### src/rtl/clk_divider_prog.sv
// Runtime-programmable integer clock divider: registered divided-clock level plus
// a one-cycle tick per output period, with ratio changes deferred to period boundaries.
module clk_divider_prog #(
  parameter int unsigned DIV_W       = 8,
  parameter int unsigned DEFAULT_DIV = 4
) (
  input  logic             clk,
  input  logic             rst,
  input  logic             en,
  input  logic [DIV_W-1:0] div_val,
  input  logic             div_load,
  output logic             out_clk,
  output logic             tick,
  output logic [DIV_W-1:0] cur_div,
  output logic             upd_pending,
  output logic             ratio_err
);

  localparam logic [DIV_W-1:0] RST_DIV = DIV_W'(DEFAULT_DIV);
  localparam logic [DIV_W-1:0] MIN_DIV = DIV_W'(2);

  logic [DIV_W-1:0] cnt_q,  cnt_d;
  logic [DIV_W-1:0] div_q,  div_d;
  logic [DIV_W-1:0] pend_q, pend_d;
  logic             pend_vld_q, pend_vld_d;
  logic             out_clk_q, out_clk_d;
  logic             tick_q, tick_d;
  logic             err_q, err_d;

  logic [DIV_W-1:0] high_cnt;
  logic [DIV_W-1:0] apply_val;
  logic             wrap;
  logic             apply_edge;
  logic             do_apply;

  // High phase is ceil(N/2) so odd ratios carry the extra cycle high.
  assign high_cnt   = (div_q >> 1) + DIV_W'(div_q[0]);
  assign wrap       = (cnt_q == div_q - DIV_W'(1));
  assign apply_edge = !en || wrap;
  // A load landing on the apply edge bypasses the pending register.
  assign apply_val  = div_load ? div_val : pend_q;
  assign do_apply   = apply_edge && (div_load || pend_vld_q);

  always_comb begin
    cnt_d      = cnt_q;
    div_d      = div_q;
    pend_d     = pend_q;
    pend_vld_d = pend_vld_q;
    out_clk_d  = 1'b0;
    tick_d     = 1'b0;
    err_d      = err_q;

    if (en) begin
      out_clk_d = (cnt_q < high_cnt);
      tick_d    = (cnt_q == '0);
      cnt_d     = wrap ? '0 : cnt_q + DIV_W'(1);
    end else begin
      cnt_d = '0;
    end

    if (do_apply) begin
      pend_vld_d = 1'b0;
      if (apply_val < MIN_DIV) begin
        div_d = MIN_DIV;
        err_d = 1'b1;
      end else begin
        div_d = apply_val;
        err_d = 1'b0;
      end
    end else if (div_load) begin
      pend_d     = div_val;
      pend_vld_d = 1'b1;
    end
  end

  always_ff @(posedge clk or posedge rst) begin
    if (rst) begin
      cnt_q      <= '0;
      div_q      <= RST_DIV;
      pend_q     <= '0;
      pend_vld_q <= 1'b0;
      out_clk_q  <= 1'b0;
      tick_q     <= 1'b0;
      err_q      <= 1'b0;
    end else begin
      cnt_q      <= cnt_d;
      div_q      <= div_d;
      pend_q     <= pend_d;
      pend_vld_q <= pend_vld_d;
      out_clk_q  <= out_clk_d;
      tick_q     <= tick_d;
      err_q      <= err_d;
    end
  end

  assign out_clk     = out_clk_q;
  assign tick        = tick_q;
  assign cur_div     = div_q;
  assign upd_pending = pend_vld_q;
  assign ratio_err   = err_q;

endmodule

### config.mk
export PLATFORM = sky130hd
export DESIGN_NAME = clk_divider_prog
export DESIGN_NICKNAME = d
export VERILOG_FILES = /design/src/rtl/clk_divider_prog.sv
export SDC_FILE = /design/constraint.sdc
export NUM_CORES = 1
export LEC_CHECK = 0
export CORE_MARGIN = 2
export CORE_UTILIZATION = 34
export CTS_CLUSTER_DIAMETER = 200
export DETAILED_ROUTE_END_ITERATION = 7
export HOLD_SLACK_MARGIN = 0.05
export SYNTH_ARGS = -nofsm -noshare
export SYNTH_HDL_FRONTEND = slang
export SYNTH_SLANG_ARGS = --single-unit
### constraint.sdc
create_clock -name clk -period 3.5 [get_ports clk]
set_input_delay 0.35 -clock clk [delete_from_list [all_inputs] [get_ports clk]]
set_output_delay 0.35 -clock clk [all_outputs]
set_load 0.03 [all_outputs]
Yosys cells after proc, flatten, opt, wreduce, memory -nomap -nowiden
Index checks and enable logic that the tools add are counted.
{"block": "classes", "n_mul": 0, "n_div": 0, "n_reduce_logical": 6, "n_shift": 0, "mux": 9, "order_cmp": 2, "n_addsub": 3, "n_eq_ne": 1, "n_bitwise": 0}
{"operator": "8-bit two-way mux", "n": 4}
{"operator": "7-bit by 1-bit adder with 8-bit output", "n": 1}
{"operator": "8-bit by 1-bit adder with 8-bit output (second input constant)", "n": 1}
{"operator": "8-bit equality test", "n": 1}
{"operator": "8-bit logical NOT", "n": 1}
{"operator": "8-bit by 2-bit less-than comparator with 1-bit output (second input constant)", "n": 1}
{"operator": "8-bit less-than comparator", "n": 1}
{"operator": "8-bit by 1-bit subtractor with 8-bit output (second input constant)", "n": 1}
{"operator": "1-bit two-way mux", "n": 5}
{"operator": "1-bit logical OR", "n": 2}
{"operator": "2-bit nonzero test", "n": 1}
{"operator": "1-bit logical AND", "n": 1}
{"operator": "1-bit logical NOT", "n": 1}
{"block": "totals", "mem_count": 0, "regBits": 28, "mem_bits_rw": 0, "latchBits": 0, "wordCells": 28, "rom_bits": 0}

Depth between registers and ports, before layout
Gate-level depths: netlist (run 1).
{"block": "depth", "word_depth": 5, "mapped_depth": 10, "mapped_depth_nobuf": 9}

Least setup slack after synthesis (run 1)
OpenSTA, ideal clock, no wires.
{"block": "synth_timing", "path_type": "register to register", "startpoint": "register div_q[0] (netlist: cur_div[0])", "endpoint": "register div_q[0] (netlist: cur_div[0])", "path_buffers": 2, "slack_ps": 819, "t_arrival_ps": 2556, "path_stages_with_launch": 11, "synth_period_minus_slack_ps": 2681, "cell_sequence": "dfrtp_1 > inv_1 > ha_1 > o21ba_1 > a221oi_1 > a41oi_1 > o41ai_2 > buf_4 > o21a_4 > buf_12 > mux2_4"}
{"block": "synth_between", "elab_chain_cells": 4}
{"element": "from (decl)", "line_no": "23", "source": "logic [DIV_W-1:0] div_q, div_d;"}
{"element": "from (signal assigned)", "line_no": "87", "source": "div_q <= div_d;"}
{"element": "8-bit by 1-bit subtractor with 8-bit output", "line_no": "38", "source": "assign wrap = (cnt_q == div_q - DIV_W'(1));"}
{"element": "8-bit equality test", "line_no": "38"}
{"element": "1-bit logical OR", "line_no": "39", "source": "assign apply_edge = !en || wrap;"}
{"element": "1-bit logical AND", "line_no": "42", "source": "assign do_apply = apply_edge && (div_load || pend_vld_q);"}
No other way between the ends.
A chain may end at the register's enable or synchronous reset.

Final worst setup path (run 1)
{"block": "layout_timing", "startpoint": "register div_q[0] (netlist: cur_div[0])", "endpoint": "register pend_q[6]"}
{"block": "layout_between", "elab_chain_cells": 4}
{"element": "8-bit by 1-bit subtractor with 8-bit output", "line_no": "38"}
{"element": "8-bit equality test", "line_no": "38"}
{"element": "1-bit logical OR", "line_no": "39"}
{"element": "1-bit logical AND", "line_no": "42"}
{"element": "to (signal assigned)", "line_no": "88", "source": "pend_q <= pend_d;"}
{"element": "to (decl)", "line_no": "24", "source": "logic [DIV_W-1:0] pend_q, pend_d;"}
No other way between the ends.

==> impl_metrics.env, run 1 <==
export IMPL_synth_cell_area_um2=1820
export IMPL_synth_edff_count=0
export IMPL_grt_first_pass_wirelength_um=6150
export IMPL_run_status="finished, final reports clean"
export IMPL_ir_drop_mv=0.257
export IMPL_maximum_clock_path_buffer_count=2
export IMPL_gp_routability_congestion=0.799
export IMPL_worst_skew_late_latency_ns=0.27
export IMPL_timing_max_slew_rel_slack_pct=27.9
export IMPL_layoutNonFillerInstCount=258
export IMPL_hold_violations=0
export IMPL_die_height_um=77.2
export IMPL_p_sw_share_pct=33.5
export IMPL_dpl_instance_area_um2=2090
export IMPL_grt_pass1_vias=1230
export IMPL_layout_area_seq_um2=702
export IMPL_power_per_cell_area_nw_per_um2=513
export IMPL_fp_dieW_um=77.2
export IMPL_synth_ff_type="sky130_fd_sc_hd__dfrtp_1"
export IMPL_layout_skew_ns=0.00220
export IMPL_placementRows=26
export IMPL_worstReg2RegStart="cur_div[0]$_DFFE_PP0P_"
export IMPL_total_switching_power_uw=372
export IMPL_fillCellCount=521
export IMPL_reg2reg_slack_ns=0.82
export IMPL_multiInputGateArea_um2=1030
export IMPL_whs_ns=0.527
export IMPL_timing_critical_path_to_type="flip-flop"
export IMPL_async_flop_share_pct=100
export IMPL_congestion_overflow_gr=0
export IMPL_finalSetupViolations=0
export IMPL_synth_cell_type_count=42
export IMPL_criticalPathCategory="flip-flop to flip-flop"
export IMPL_total_die_area_um2=5960
export IMPL_first_iter_violations=38
export IMPL_clock_share_of_power_pct=22.6
export IMPL_synth_ff_latch_count=28
export IMPL_cts_tree="built"
export IMPL_worst_pin_slew_ns=1.08
export IMPL_grt_util_all_layers_pct=12.9
export IMPL_final_min_clock_period_ns=2.68
export IMPL_diodes=0
export IMPL_cp_arrival_ns=2.84
export IMPL_io_buffer_count=23
export IMPL_share_of_cells_above_drive_strength_1_pct=17.6
export IMPL_final_antenna_net_count=0
export IMPL_pin_count=24
export IMPL_cts_num_sinks=28
export IMPL_drc=0
export IMPL_maxSlewViolCount=0
export IMPL_num_vias=1249
export IMPL_dp_hpwl_um=2690
export IMPL_layout_cells_most_common="sky130_fd_sc_hd__dfrtp_1"
export IMPL_cts_htree_levels=1
export IMPL_fin_nets=213
export IMPL_drtPass1Iterations=4
export IMPL_intPower_uw=737
export IMPL_placedCellCount=254
export IMPL_coreArea_um2=5140
export IMPL_ys_warn_count=0
export IMPL_power_sequential_fraction_pct=41.1
export IMPL_route_detailed_wl_per_inst_um=14.0
export IMPL_seq_area_frac_synth_pct=38.5
export IMPL_maximum_number_of_pins_on_one_net_before_global_route_repair=29
export IMPL_hold_path_depth=1
export IMPL_clkTransAtPathRegs_ns=0.09
export IMPL_floorplan_initialDensity_pct=35.4
export IMPL_tritoncts_num_buffers=3
export IMPL_holdPathEnd="pend_q[0]$_DFFE_PP0N_"
export IMPL_viasPerCell=4.84
export IMPL_final_min_period_over_clock_period_pct=76.5
export IMPL_syn_nets=191
export IMPL_rsz_0062_raised_after_global_routing="false"
export IMPL_syn_instance_count=167
export IMPL_finish_instance_area_um2=2160
export IMPL_leakage_uw=0.000948
export IMPL_commonest_cells_after_routing_fill_and_taps_aside="sky130_fd_sc_hd__dfrtp_1, sky130_fd_sc_hd__clkdlybuf4s50_1, sky130_fd_sc_hd__nor2_1"
export IMPL_fin_tns_setup_ns=0
export IMPL_fmax_mhz=374
export IMPL_cts_hold_fix_buffers=0
export IMPL_crit_fanout=11
export IMPL_crit_path_start="cur_div[0]$_DFFE_PP0P_"
export IMPL_number_of_maximum_capacitance_constraint_violations=0
export IMPL_reg2regPathDepth=9
export IMPL_cts_resized=0
export IMPL_cts_root_buf="sky130_fd_sc_hd__clkbuf_8"
export IMPL_post_cts_buffers=0
export IMPL_critical_path_reg2reg_endpoint="pend_q[6]$_DFFE_PP0N_"
export IMPL_number_of_antenna_violations_at_the_first_check_in_global_routing=0
export IMPL_power_total_uw=1110
export IMPL_cp_data_required_time_ns=3.66
export IMPL_layout_area_overhead_vs_synth_pct=18.6
export IMPL_worstHoldPathType="flip-flop to flip-flop"
export IMPL_cp_start_kind="flip-flop"
export IMPL_synth_area_per_cell_um2=10.9
export IMPL_min_from="pend_q[0]$_DFFE_PP0N_"
export IMPL_drt_total_wl_um=3610
export IMPL_power_share_combinational_pct=36.2
kinds of logic after synthesis:
group                    share of synthesized area (%)
adder cells (fa/ha/maj)                           8.24
buffers and inverters                             4.81
AO/OA/AOI/OAI                                     7.28
AND/OR/NAND/NOR                                   13.9
XOR/XNOR                                          10.6
flip-flops                                        38.5
multiplexers                                      16.6
final cells by class:
type	instances	share of cell area, %
multi-input cells	124	47.8
flip-flops and latches	28	32.5
repair buffers	24	11.0
well taps	70	4.05
clock buffers	3	1.91
clock inverters	1	1.39
inverters	8	1.39
state kept, by name, summed over array words and instances (netlist names):
| signal | cells |
|---|---|
| ratio_err | 1 |
| cur_div | 8 |
| out_clk | 1 |
| upd_pending | 1 |
| pend_q | 8 |
| tick | 1 |
| cnt_q | 8 |
cell usage after synthesis, types with 3 or more instances:
| master | number | share of area, % |
|---|---|---|
| sky130_fd_sc_hd__nand3_1 | 9 | 2.5 |
| sky130_fd_sc_hd__inv_1 | 8 | 1.6 |
| sky130_fd_sc_hd__nand2_1 | 5 | 1.0 |
| sky130_fd_sc_hd__nand4_1 | 3 | 1.0 |
| sky130_fd_sc_hd__xnor2_1 | 9 | 4.3 |
| sky130_fd_sc_hd__dfrtp_1 | 27 | 37 |
| sky130_fd_sc_hd__mux2_2 | 14 | 8.7 |
| sky130_fd_sc_hd__ha_1 | 12 | 8.2 |
| sky130_fd_sc_hd__mux2_4 | 9 | 7.4 |
| sky130_fd_sc_hd__xor2_1 | 13 | 6.3 |
| sky130_fd_sc_hd__and3_1 | 3 | 1.0 |
| sky130_fd_sc_hd__nor2_1 | 18 | 3.7 |
| sky130_fd_sc_hd__o21ai_0 | 3 | 0.82 |
worst max-delay path, cell delays in order (launching register included):
cell                       delay [ns]
sky130_fd_sc_hd__dfrtp_1         0.48
sky130_fd_sc_hd__inv_1           0.07
sky130_fd_sc_hd__ha_1            0.28
sky130_fd_sc_hd__o21ba_1         0.19
sky130_fd_sc_hd__a221oi_1        0.28
sky130_fd_sc_hd__a41oi_1         0.08
sky130_fd_sc_hd__o41ai_2         0.36
sky130_fd_sc_hd__buf_4           0.23
sky130_fd_sc_hd__or2_2           0.24
sky130_fd_sc_hd__mux2_2          0.36
per-stage QoR:
step	setup WS [ns]	util (%)
5_1_grt	0.613	42.0
2_1_floorplan	0.819	-
3_3_place_gp	0.886	40.7
4_1_cts	0.795	42.0
3_5_place_dp	0.817	40.7
6_report	0.824	42.0
worst max-delay path by stage:
stage                                  end  slack (ns)  cells after the start
finish               pend_q[6]$_DFFE_PP0N_        0.82                      9
global route         pend_q[6]$_DFFE_PP0N_        0.61                      9
CTS                  pend_q[6]$_DFFE_PP0N_        0.80                      9
detailed placement   pend_q[3]$_DFFE_PP0N_        0.82                      9
global placement     pend_q[0]$_DFFE_PP0N_        0.89                      9
floorplan           cur_div[0]$_DFFE_PP0P_        0.82                     10
routing by layer:
metal | GRT usage, % | wire length, um
met1 | 18.8 | 1800
met2 | 20.2 | 1720
met3 | 1.76 | 59
met4 | 3.57 | 34
met5 | 0 | 0
power by group through the flow:
stage          sequential, uW  clock, uW  combinational (uW)
6_report                  456        251                 402
5_1_grt                   467        271                 446
4_1_cts                   457        257                 406
3_5_place_dp              464          0                 403
3_3_place_gp              461          0                 401
2_1_floorplan             481          0                 262
No activity file was read; power rests on OpenSTA's default activity.
==> run 2: changes to the inputs <==
clock period = 2.29 ns   (was 3.5 ns; I/O delays follow)
==> run 2 against run 1 <==
Compared with the run above:
- final area grew 14%
- clock skew grew 0.0049 ns
- sequential power grew 43%
- cell count grew 11%
- worst setup slack lost 0.82 ns
- non-clock buffer count grew 27
- sequential share of layout area shrank 3.8 points
- first-iteration DRC count grew 2.6%
- worst hold slack lost 0.23 ns
- core utilization grew 5.7 points
- sequential cell count is the same
- fmax grew 17%
- critical path type unchanged
==> impl_metrics.env, run 2 (same netlist as run 1, synthesis figures left out) <==
export IMPL_run_status="finished, final reports clean"
export IMPL_share_of_cells_above_drive_strength_1_pct=34.3
export IMPL_floorplan_initialDensity_pct=35.4
export IMPL_worst_skew_late_latency_ns=0.29
export IMPL_fin_tns_setup_ns=0
export IMPL_dp_hpwl_um=2870
export IMPL_fmax_mhz=437
export IMPL_total_switching_power_uw=655
export IMPL_coreArea_um2=5140
export IMPL_top_layer_used="met4"
export IMPL_cts_num_sinks=28
export IMPL_num_vias=1383
export IMPL_crit_path_start="cur_div[2]$_DFFE_PP1P_"
export IMPL_met1_length_um=1910
export IMPL_layoutNonFillerInstCount=286
export IMPL_layout_cells_most_common="sky130_fd_sc_hd__buf_4"
export IMPL_placementRows=26
export IMPL_crit_fanout=8
export IMPL_diodes=0
export IMPL_slowest_delay_ns=0.63
export IMPL_hold_violations=0
export IMPL_ir_drop_mv=0.288
export IMPL_fillCellCount=492
export IMPL_timing_max_slew_rel_slack_pct=75.6
export IMPL_first_iter_violations=39
export IMPL_tritoncts_num_buffers=3
export IMPL_clock_share_of_power_pct=20.9
export IMPL_cp_arrival_ns=2.47
export IMPL_dpl_instance_area_um2=2290
export IMPL_cts_hold_fix_buffers=0
export IMPL_cp_data_required_time_ns=2.47
export IMPL_p_sw_share_pct=34.1
export IMPL_die_height_um=77.2
export IMPL_power_total_uw=1920
export IMPL_total_die_area_um2=5960
export IMPL_drc=0
export IMPL_maximum_number_of_pins_on_one_net_before_global_route_repair=29
export IMPL_criticalPathCategory="flip-flop to flip-flop"
export IMPL_commonest_cells_after_routing_fill_and_taps_aside="sky130_fd_sc_hd__buf_4, sky130_fd_sc_hd__dfrtp_1, sky130_fd_sc_hd__clkdlybuf4s50_1"
export IMPL_power_share_combinational_pct=45.1
export IMPL_worst_pin_slew_ns=0.366
export IMPL_finalSetupViolations=0
export IMPL_pin_count=24
export IMPL_layout_area_overhead_vs_synth_pct=34.8
export IMPL_congestion_overflow_gr=0
export IMPL_worstReg2RegStart="cur_div[2]$_DFFE_PP1P_"
export IMPL_number_of_antenna_violations_at_the_first_check_in_global_routing=0
export IMPL_final_antenna_net_count=0
export IMPL_grt_util_all_layers_pct=14.0
export IMPL_drtPass1Iterations=4
export IMPL_cts_htree_levels=1
export IMPL_pre_cts_slack_ns=-0.0456
export IMPL_leakage_uw=0.00109
export IMPL_power_sequential_fraction_pct=34.1
export IMPL_fp_dieW_um=77.2
export IMPL_crit_path_top_delay_cell="sky130_fd_sc_hd__dfstp_2"
export IMPL_finish_instance_area_um2=2460
export IMPL_drt_total_wl_um=4090
export IMPL_io_buffer_count=23
export IMPL_power_per_cell_area_nw_per_um2=781
export IMPL_rsz_0062_raised_after_global_routing="true"
export IMPL_worstHoldPathType="input pin to async pin"
export IMPL_critical_path_cell_chain="o21ba_1 > a221oi_2 > a41oi_2 > o41ai_2 > buf_4 > or2_4 > mux2_2"
export IMPL_grt_pass1_vias=1392
export IMPL_finalWorstSetupSlack_ns=0.00359
export IMPL_number_of_maximum_capacitance_constraint_violations=0
export IMPL_final_min_period_over_clock_period_pct=99.8
export IMPL_cts_root_buf="sky130_fd_sc_hd__clkbuf_8"
export IMPL_final_min_clock_period_ns=2.29
export IMPL_cts_tree="built"
export IMPL_grt_first_pass_wirelength_um=6680
export IMPL_fin_nets=241
export IMPL_timing_critical_path_to_type="flip-flop"
export IMPL_route_detailed_wl_per_inst_um=14.3
export IMPL_maximum_clock_path_buffer_count=2
export IMPL_placedCellCount=277
export IMPL_met3RoutedLength_um=143
export IMPL_intPower_uw=1260
export IMPL_clkTransAtPathRegs_ns=0.10
export IMPL_viasPerCell=4.84
export IMPL_maxSlewViolCount=0
export IMPL_cp_start_kind="flip-flop"
export IMPL_layout_skew_ns=0.00713
export IMPL_detailroute_wirelength_met2_um=1970
export IMPL_gp_routability_congestion=0.770
-- run 2: final timing paths --
check | endpoint | cells after the start | slack (ns)
max in group asynchronous | cur_div[2]$_DFFE_PP1P_ | 3 | 1.68
min | upd_pending$_DFFE_PP0P_ | 3 | 0.30
max | pend_q[4]$_DFFE_PP0N_ | 7 | 0.004
min in group clk | ratio_err$_DFFE_PP0P_ | 1 | 0.53
min reg2reg | ratio_err$_DFFE_PP0P_ | 1 | 0.53
max reg2reg | pend_q[4]$_DFFE_PP0N_ | 7 | 0.004
-- run 2: routing by layer --
metal | vias to the layer above | GRT usage [%]
li1 | 684 | -
met1 | 665 | 19.6
met2 | 29 | 22.0
met3 | 5 | 1.76
met4 | 0 | 5.36
met5 | - | 0
-- run 2: final cells by class --
class	instances	area (um2)	area share (%)
inverters	8	30.0	1.22
multi-input cells	125	1110	45.3
clock buffers	3	41.3	1.68
repair buffers	51	448	18.2
flip-flops and latches	28	706	28.7
well taps	70	87.6	3.57
clock inverters	1	30.0	1.22
-- run 2: timing repair --
item / CTS / global route
buffers inserted: 2 / 2
setup endpoints to repair: 17 / 18
resized for setup: 2 / 11
gates cloned: 1 / 0
pin swaps: 2 / 7
-- run 2: through the flow --
step | hold slack, ns | util, %
floorplan | 0.294 | -
global placement | 0.484 | 44.5
detailed placement | 0.491 | 44.5
CTS | 0.318 | 46.4
global route | 0.387 | 47.8
finish | 0.301 | 47.8
-- run 2: power groups by stage --
stage / sequential, uW / combinational (uW) / clock, uW
2_1_floorplan: 740 / 423 / 0
3_3_place_gp: 654 / 786 / 0
4_1_cts: 648 / 811 / 408
5_1_grt: 667 / 939 / 425
3_5_place_dp: 657 / 789 / 0
6_report: 654 / 865 / 400
-- run 2: critical path, delay by kind of cell, from the launching register on --
family / cells / cell delay [ns]
buffers and inverters: 1 / 0.20
and+or+nand+nor: 1 / 0.18
DFF: 1 / 0.63
AOI/OAI and AO/OA: 4 / 0.81
muxes: 1 / 0.35
==> run 3: changes to the inputs <==
GPL_ROUTABILITY_DRIVEN = 0   (was default)
==> results of run 3 <==
The final DEF is identical to that of run 2; final timing and power are the same.
